===== src/rtl/instr_fetch_decode_if.sv =====
// Memory fetch bus between the instruction front end (master) and instruction memory (slave).
interface instr_fetch_decode_if #(
  parameter int WORD_W = 16,
  parameter int ADDR_W = 12
);
  logic [ADDR_W-1:0] mem_addr;
  logic              mem_rd;
  logic [WORD_W-1:0] mem_rdata;
  logic              mem_ack;

  modport master (output mem_addr, mem_rd, input  mem_rdata, mem_ack);
  modport slave  (input  mem_addr, mem_rd, output mem_rdata, mem_ack);
endinterface


===== src/rtl/instr_fetch_decode.sv =====
// Instruction fetch/decode front end: fetches the word at pc, applies an armed INDEX
// modification (ones'-complement add), and offers the decoded fields under valid/taken.
module instr_fetch_decode #(
  parameter int WORD_W      = 16,
  parameter int ADDR_W      = 12,
  parameter int ACK_TIMEOUT = 15
) (
  input  logic                  clk,
  input  logic                  rst_n,
  input  logic [ADDR_W-1:0]     pc,
  input  logic                  fetch_start,
  input  logic                  ext_flag,
  input  logic                  index_load,
  input  logic [WORD_W-1:0]     index_val,
  instr_fetch_decode_if.master  mem,
  output logic [2:0]            opcode,
  output logic [1:0]            qc,
  output logic [ADDR_W-1:0]     operand_addr,
  output logic                  extracode,
  output logic                  instr_valid,
  input  logic                  instr_taken,
  output logic                  busy,
  output logic                  fetch_err
);
  localparam int DW = WORD_W - 1;  // data bits; the top bit is parity

  typedef enum logic [1:0] {IDLE, FETCH, MODIFY, VALID} state_t;

  state_t            state_q, state_d;
  logic [WORD_W-1:0] ir;
  logic [DW-1:0]     idx_q;
  logic              idx_pend;
  logic [7:0]        cnt;
  logic              timeout_hit;
  logic              to_modify;
  logic [DW:0]       raw_sum;
  logic [DW-1:0]     oc_sum;
  logic              parity_unused;

  assign timeout_hit = (cnt + 8'd1) == 8'(ACK_TIMEOUT);
  // An index_load coinciding with the ack still belongs to this fetch.
  assign to_modify   = idx_pend | index_load;

  // Ones'-complement add: the carry out of the data field wraps back into bit 0.
  assign raw_sum = {1'b0, ir[DW-1:0]} + {1'b0, idx_q};
  assign oc_sum  = raw_sum[DW-1:0] + {{(DW-1){1'b0}}, raw_sum[DW]};

  assign opcode        = ir[DW-1 -: 3];
  assign qc            = ir[DW-4 -: 2];
  assign operand_addr  = ir[ADDR_W-1:0];
  assign busy          = (state_q != IDLE);
  assign parity_unused = ir[WORD_W-1] ^ index_val[WORD_W-1];

  always_ff @(posedge clk or negedge rst_n) begin
    if (!rst_n) state_q <= IDLE;
    else        state_q <= state_d;
  end

  always_comb begin
    state_d = state_q;
    unique case (state_q)
      IDLE:   if (fetch_start) state_d = FETCH;
      FETCH: begin
        if (mem.mem_ack)      state_d = to_modify ? MODIFY : VALID;
        else if (timeout_hit) state_d = IDLE;
      end
      MODIFY: state_d = VALID;
      VALID:  if (instr_taken) state_d = IDLE;
      default: state_d = IDLE;
    endcase
  end

  always_ff @(posedge clk or negedge rst_n) begin
    if (!rst_n) begin
      mem.mem_addr <= '0;
      mem.mem_rd   <= 1'b0;
      extracode    <= 1'b0;
      instr_valid  <= 1'b0;
      fetch_err    <= 1'b0;
      ir           <= '0;
      idx_q        <= '0;
      idx_pend     <= 1'b0;
      cnt          <= '0;
    end else begin
      fetch_err <= 1'b0;
      if (index_load) begin
        idx_pend <= 1'b1;
        idx_q    <= index_val[DW-1:0];
      end
      unique case (state_q)
        IDLE: if (fetch_start) begin
          mem.mem_addr <= pc;
          extracode    <= ext_flag;
          mem.mem_rd   <= 1'b1;
          cnt          <= '0;
        end
        FETCH: begin
          if (mem.mem_ack) begin
            ir         <= mem.mem_rdata;
            mem.mem_rd <= 1'b0;
            if (!to_modify) instr_valid <= 1'b1;
          end else begin
            cnt <= cnt + 8'd1;
            if (timeout_hit) begin
              mem.mem_rd <= 1'b0;
              fetch_err  <= 1'b1;
              extracode  <= 1'b0;
            end
          end
        end
        MODIFY: begin
          ir[DW-1:0]  <= oc_sum;
          instr_valid <= 1'b1;
          // A load landing here arms the following fetch instead.
          idx_pend    <= index_load;
        end
        VALID: if (instr_taken) instr_valid <= 1'b0;
        default: ;
      endcase
    end
  end
endmodule


===== src/flat_wrapper.sv =====
// flat-port wrapper written by rule: the top's interface ports become plain ports
module instr_fetch_decode_flat 
#(
  parameter int WORD_W      = 16,
  parameter int ADDR_W      = 12,
  parameter int ACK_TIMEOUT = 15
)
  (clk, rst_n, pc, fetch_start, ext_flag, index_load, index_val, opcode, qc, operand_addr, extracode, instr_valid, instr_taken, busy, fetch_err, mem_mem_addr, mem_mem_rd, mem_mem_rdata, mem_mem_ack);
  instr_fetch_decode_if #(.WORD_W(WORD_W), .ADDR_W(ADDR_W)) mem_i ();
  input  logic clk;
  input  logic rst_n;
  input  logic [ADDR_W-1:0] pc;
  input  logic fetch_start;
  input  logic ext_flag;
  input  logic index_load;
  input  logic [WORD_W-1:0] index_val;
  output logic [2:0] opcode;
  output logic [1:0] qc;
  output logic [ADDR_W-1:0] operand_addr;
  output logic extracode;
  output logic instr_valid;
  input  logic instr_taken;
  output logic busy;
  output logic fetch_err;
  output wire logic [$bits(mem_i.mem_addr)-1:0] mem_mem_addr;
  output wire logic [$bits(mem_i.mem_rd)-1:0] mem_mem_rd;
  input wire logic [$bits(mem_i.mem_rdata)-1:0] mem_mem_rdata;
  input wire logic [$bits(mem_i.mem_ack)-1:0] mem_mem_ack;
  assign mem_mem_addr = mem_i.mem_addr;
  assign mem_mem_rd = mem_i.mem_rd;
  assign mem_i.mem_rdata = mem_mem_rdata;
  assign mem_i.mem_ack = mem_mem_ack;
  instr_fetch_decode #(.WORD_W(WORD_W), .ADDR_W(ADDR_W), .ACK_TIMEOUT(ACK_TIMEOUT)) u_core (.clk(clk), .rst_n(rst_n), .pc(pc), .fetch_start(fetch_start), .ext_flag(ext_flag), .index_load(index_load), .index_val(index_val), .mem(mem_i), .opcode(opcode), .qc(qc), .operand_addr(operand_addr), .extracode(extracode), .instr_valid(instr_valid), .instr_taken(instr_taken), .busy(busy), .fetch_err(fetch_err));
endmodule

===== config.mk =====
export PLATFORM = sky130hd
export DESIGN_NAME = instr_fetch_decode_flat
export DESIGN_NICKNAME = d
export VERILOG_FILES = /design/src/rtl/instr_fetch_decode_if.sv /design/src/rtl/instr_fetch_decode.sv /design/src/flat_wrapper.sv
export SDC_FILE = /design/constraint.sdc
export NUM_CORES = 1
export LEC_CHECK = 0
export ABC_AREA = 1
export CAP_MARGIN = 5
export CORE_MARGIN = 1.5
export CORE_UTILIZATION = 30
export DETAILED_ROUTE_END_ITERATION = 6
export RECOVER_POWER = 100
export SLEW_MARGIN = 20
export SYNTH_ARGS = -nofsm -noshare
export SYNTH_HDL_FRONTEND = slang
export SYNTH_SLANG_ARGS = --single-unit
export TNS_END_PERCENT = 50

===== constraint.sdc =====
create_clock -name clk -period 2.95 [get_ports clk]
set_input_delay 0.7375 -clock clk [delete_from_list [all_inputs] [get_ports clk]]
set_output_delay 0.7375 -clock clk [all_outputs]
set_load 0.01 [all_outputs]

# --- Yosys cells after proc, flatten, opt, wreduce, memory -nomap -nowiden ---
# Cells that the tools add are included.
totals:
  rom_bits: 0
  input_bits: 51
  wordCells: 65
  output_inout_bits: 34
  reg_bits: 57
  ram_bits: 0
  latch_bits: 0
  n_memories: 0
op_classes:
  bitwise_logic: 1
  magnitude_cmp: 0
  addsub: 3
  shift: 0
  div_mod_pow: 0
  mul: 0
  eq_ne: 11
  reduce_logical: 13
  n_mux: 27
op_table:
  columns: ["cell", "n"]
  rows:
  - ["one-hot mux 15 bit (2 select lines)", 1]
  - ["adder 15 x 15 -> 16 bit", 1]
  - ["two-way mux 8 bit", 2]
  - ["one-hot mux 8 bit (2 select lines)", 1]
  - ["adder 15 x 1 -> 15 bit", 1]
  - ["two-way mux 15 bit", 1]
  - ["two-way mux 1 bit", 14]
  - ["inequality test 2 bit (second input constant)", 5]
  - ["AND reduction 3 bit", 3]
  - ["adder 8 x 1 -> 8 bit (second input constant)", 1]
  - ["== test 8 x 4 -> 1 bit (second input constant)", 1]
  - ["two-way mux 2 bit", 4]
  - ["one-hot mux 2 bit (4 select lines)", 1]
  - ["AND reduction 4 bit", 2]
  - ["nonzero test 2 bit", 4]
  - ["== test 2 bit (second input constant)", 2]
  - ["one-hot mux 1 bit (2 select lines)", 2]
  - ["AND reduction 2 bit", 2]
  - ["inequality test 3 x 2 -> 1 bit (second input constant)", 1]
  - ["one-hot mux 1 bit (3 select lines)", 1]
  - ["nonzero test 3 bit", 1]
  - ["== test 2 x 1 -> 1 bit (second input constant)", 1]
  - ["logical NOT 2 bit", 1]
  - ["inequality test 2 x 1 -> 1 bit (second input constant)", 1]
  - ["bitwise OR 1 bit", 1]

# --- Depth between registers and ports, before layout ---
depth:
  ltp_word: 5
  ltp_mapped: 24
  mapped_depth_nobuf: 23

# --- Worst setup path after synthesis ---
# OpenSTA, ideal clock, no wires.
synth_path:
  kind: "reg-to-reg"
  from: "register u_core.ir[3]"
  to: "register u_core.ir[14]"
  path_slack_ps: 191
  path_stages_with_launch: 23
  required_time_ps: 2834
  setup_time_ps: 116
  period_less_slack_ps: 2759
  path_buffers: 0
  arrival_ps: 2643
  path_cell_list: "dfrtp_1 > ha_1 > nand2_1 > inv_2 > nand3_2 > nand2_1 > nand2_1 > nand2_1 > a21oi_1 > o21bai_1 > ha_1 > ha_1 > inv_1 > nor2_2 > nand3_2 > nor2_4 > nand3_4 > nor2_4 > nand3_1 > nand2_1 > nand2_1 > nand2_1 > nand2_1"
synth_between:
  elab_chain_len: 3
synth_rtl:
  columns: ["element", "line", "source"]
  rows:
  - ["start: declaration", "instr_fetch_decode.sv:30", "logic [WORD_W-1:0] ir;"]
  - ["start signal: assignment", "instr_fetch_decode.sv:99", "ir <= mem.mem_rdata;"]
  - ["start signal: indexed assignment", "instr_fetch_decode.sv:112", "ir[DW-1:0] <= oc_sum;"]
  - ["adder 15 x 15 -> 16 bit", "instr_fetch_decode.sv:45", "assign raw_sum = {1'b0, ir[DW-1:0]} + {1'b0, idx_q};"]
  - ["adder 15 x 1 -> 15 bit", "instr_fetch_decode.sv:46", "assign oc_sum = raw_sum[DW-1:0] + {{(DW-1){1'b0}}, raw_sum[DW]};"]
  - ["one-hot mux 15 bit (2 select lines)", "instr_fetch_decode.sv:90", "unique case (state_q)"]
# Every way passes these cells.
# A chain may end at the register's enable or synchronous reset.

# --- Worst setup path in the final report ---
layout_path:
  from: "register u_core.ir[5]"
  to: "register u_core.ir[14]"
# The elaborated chain is that of the path after synthesis.

==> Implementation_results.wiki <==
{| class="wikitable"
! Metric !! Value
|-
| Run status || finished clean
|-
| # rows || 40
|-
| Layout Nets || between 700 and 800
|-
| Proportion of synthesized chip area in sequential cells || 37.9%
|-
| Clock tree from TritonCTS || yes
|-
| Summed negative setup slack over all endpoints || 0 ns
|-
| Total placed instance area || roughly 5100 µm²
|-
| Hold Path Class || flop to flop
|-
| Post-synthesis instance total || 486
|-
| Area contributors post-synth || sky130_fd_sc_hd__dfrtp_1, sky130_fd_sc_hd__nand2_1, sky130_fd_sc_hd__mux2_2
|-
| Overall routed net length || 10.6 mm
|-
| Leakage power total || 2.75 nW
|-
| R2R Path Start || u_core.ir[5]$_DFFE_PN0P_
|-
| Fin crit share || a little over nine tenths
|-
| Worst relative slew slack || 18.7%
|-
| Post-Syn Area || 3760 µm²
|-
| Final total power || 6.20 mW
|-
| Netlist cell types || 36
|-
| Hold Path Stages || 2
|-
| Non-Filler Cell Area, Final || 5790 µm²
|-
| Total area of multi-input combinational cells || 2310 µm²
|-
| Power density normalized to cell area || 1070 nW/µm²
|-
| Number of standard cells in the layout, taps in and fillers out || a little over 800
|-
| Maximum fanout encountered on the critical timing path || 5
|-
| Class of the most critical setup path || flop to flop
|-
| Yosys warning count || 0
|-
| GRT Residual Overflow || 0
|-
| Top cell type by total area after synthesis || sky130_fd_sc_hd__dfrtp_1
|-
| Synthesized Nets || around 560
|-
| CTS Hold Buffers Added || 0
|-
| Starting density of the core || 31.1%
|-
| H-tree levels || 3
|-
| Slew at the pin closest to its max-slew limit || between 1 and 1.5 ns
|-
| Maximum number of pins on one net before global-route repair || 22
|-
| Total track usage || 16.8%
|-
| Final critical delay including setup and external delays || just under 3 ns
|-
| Startpoint type of the worst setup path || flop
|-
| DIE WIDTH || 115 µm
|-
| Post-detailed-placement half-perimeter wirelength || between 8 and 9 mm
|-
| Share of post-route cells with drive strength above 1 || a little over a quarter
|-
| Hold path start || u_core.instr_valid$_DFFE_PN0P_
|-
| Inserted Clock Buffers || 9
|-
| Die span in y || 115 µm
|-
| Number of ports placed on the die boundary || between 80 and 90
|-
| Cell depth of the worst flop-to-flop path || 21
|-
| Data arrival, critical path || 3.13 ns
|-
| Min setup slack post-route || 0.0472 ns
|-
| Register Area || between 1000 and 1500 µm²
|-
| Slowest-stage cell, CP || sky130_fd_sc_hd__dfrtp_1
|-
| End point of the most critical hold path || u_core.instr_valid$_DFFE_PN0P_
|-
| Number of storage elements in the synthesis netlist || 57
|-
| Mean area per synthesized cell || 7.75 µm²
|-
| Sequence of cells on the critical path || ha_4 -> nand2_4 -> nor2_4 -> and2_4 -> nand2_4 -> nand2_4 -> a21oi_2 -> o21bai_2 -> ha_2 -> ha_4 -> inv_2 -> nor2_4 -> nand3_2 -> nor2_4 -> nand3_4 -> nor2_4 -> nand3_2 -> nand2_1 -> nand2_1 -> nand2_1 -> nand2_1
|-
| Post-layout util || 47.8%
|-
| Number of fillers in the final layout || roughly 1,200
|-
| IO Port Bufs || 82
|-
| Maximum single-stage delay on the critical path || roughly 0.42 ns
|-
| Worst slack at placement || -0.199 ns
|-
| Endpoint of the most critical register-to-register path || u_core.ir[14]$_DFFE_PN0P_
|-
| CTS Root Cell || sky130_fd_sc_hd__clkbuf_16
|-
| Synth top area share || around 38%
|-
| CTS clk-pin slew, worst paths || approximately 0.06 ns
|-
| Post-route clock skew || ~0.0093 ns
|-
| Post-synthesis to final-layout area growth || 53.7%
|-
| Area of the core region || 12,100 µm²
|-
| Detailed-route DRC error count || 0
|-
| # setup viols final || 0
|-
| Worst-Skew Late Latency || 0.34 ns
|-
| Most common library cell in the layout ignoring fill and taps || sky130_fd_sc_hd__nand2_1
|-
| Post-detailed-route wirelength per cell || 13.2 µm
|-
| Hold Violations, Final || 0
|-
| Smallest hold slack || 0.491 ns
|-
| Data required time of the critical path || between 3 and 4 ns
|-
| Diode count || 0
|-
| Initial antenna violation count || 0
|-
| Sink count of the clock tree || 57
|-
| Highest-count cells in the layout ignoring fill and taps || sky130_fd_sc_hd__nand2_1, sky130_fd_sc_hd__buf_4, sky130_fd_sc_hd__inv_1, sky130_fd_sc_hd__dfrtp_1, sky130_fd_sc_hd__clkdlybuf4s50_1
|-
| Final Max Tran Viols || 0
|-
| IR Drop Worst-Case VDD || slightly above 0.5 mV
|-
| Count of vias placed by the detailed router || 3,698
|-
| Die area || between 10,000 and 15,000 µm²
|-
| Instance count after placement with tap cells included || 777
|-
| Weighted congestion at the end of routability-driven global placement || 0.874
|-
| Setup repair after global routing missed its margin || true
|-
| CP Capture Type || flop
|-
| Maximum Capacitance Violations || 0
|-
| TritonRoute pass-1 iters || 4
|-
| R2R Setup Slk || 0.05 ns
|-
| Deepest clock path buffer count || 2
|-
| Antenna Nets Post-Route || 0
|-
| FMAX || around 340 MHz
|-
| First-pass GRT wire length || approximately 17 mm
|-
| Via density || 4.57
|-
| Number of DRC markers after the initial detailed-route iteration || 118
|-
| Via count of the first global-routing pass || 3,639
|}
[metal layers]
| layer | wire length, µm | global-route usage, % |
|---|---|---|
| met1 | 4670 | 20.1 |
| met4 | 206 | 6.58 |
| met5 | 0 | 0 |
| met2 | 5120 | 28.1 |
| met3 | 658 | 5.27 |
[layout make-up]
cell class              instances  share of cell area [%]
inverters                      64                    4.15
flip-flops and latches         57                    24.7
clock buffers                  10                    4.13
repair buffers                148                    22.4
well taps                     168                    3.63
multi-input cells             356                    39.8
clock inverters                 6                    1.15
[sequential cells by signal, summed over array words and instances, names as in the netlist, named ones only]
| name | flops |
|---|---|
| u_core.cnt | 8 |
| u_core.idx_q | 15 |
| u_core.extracode | 1 |
| u_core.mem.mem_addr | 12 |
| u_core.idx_pend | 1 |
| u_core.state_q | 1 |
| u_core.instr_valid | 1 |
| u_core.ir | 15 |
| u_core.mem.mem_rd | 1 |
| u_core.fetch_err | 1 |
[Yosys cell counts, drive strengths merged]
cell	number
mux2	27
fa	1
nand3b	1
nand3	44
o21bai	2
or2	2
nor2	46
nand2	151
ha	19
a31oi	2
buf	6
xnor2	2
o22ai	3
xor2	6
clkbuf	3
o311ai	1
o31ai	1
o211ai	2
dfrtp	57
inv	64
a22o	1
nand4	10
nor3	3
a21oi	16
and2	1
o21ai	15
[report_power, final]
group          switching, mW  internal, mW  leakage (nW)
Sequential             0.227          1.07         0.689
Combinational           2.05          1.78          1.92
Clock                  0.400         0.677         0.141
[worst max path at each step]
stage | startpoint | end | slack [ns] | depth (start not counted)
after floorplan | u_core.ir[3]$_DFFE_PN0P_ | u_core.ir[14]$_DFFE_PN0P_ | 0.19 | 22
after global placement | u_core.ir[6]$_DFFE_PN0P_ | u_core.ir[14]$_DFFE_PN0P_ | -0.17 | 21
after detailed placement | u_core.ir[4]$_DFFE_PN0P_ | u_core.ir[14]$_DFFE_PN0P_ | -0.20 | 22
after CTS | u_core.ir[3]$_DFFE_PN0P_ | u_core.ir[12]$_DFFE_PN0P_ | -0.007 | 22
after global routing | u_core.idx_q[11]$_DFFE_PN0P_ | u_core.ir[14]$_DFFE_PN0P_ | -0.13 | 21
final | u_core.ir[5]$_DFFE_PN0P_ | u_core.ir[14]$_DFFE_PN0P_ | 0.05 | 21
[kinds of logic after synthesis]
kind of cell / synth area share, %
AOI/OAI and AO/OA: 6.51
DFF: 37.9
and+or+nand+nor: 31.0
buffers and inverters: 7.78
muxes: 8.08
xor gates and xnor gates: 1.86
adders and majority gates: 6.85
[what timing repair did]
| item | CTS | global route |
|---|---|---|
| gates resized for setup | 22 | 27 |
| setup buffers | 7 | 9 |
| endpoints found under the setup margin | 7 | 8 |
| pin swaps | 16 | 29 |
[critical path: cells and delay by family (launching register included)]
kind / cells / cell delay, ns
simple gates: 15 / 1.39
flops: 1 / 0.42
buf+inv: 1 / 0.04
compound gates: 2 / 0.24
fa+ha+maj: 3 / 0.68
(Power assumes the default switching activity.)
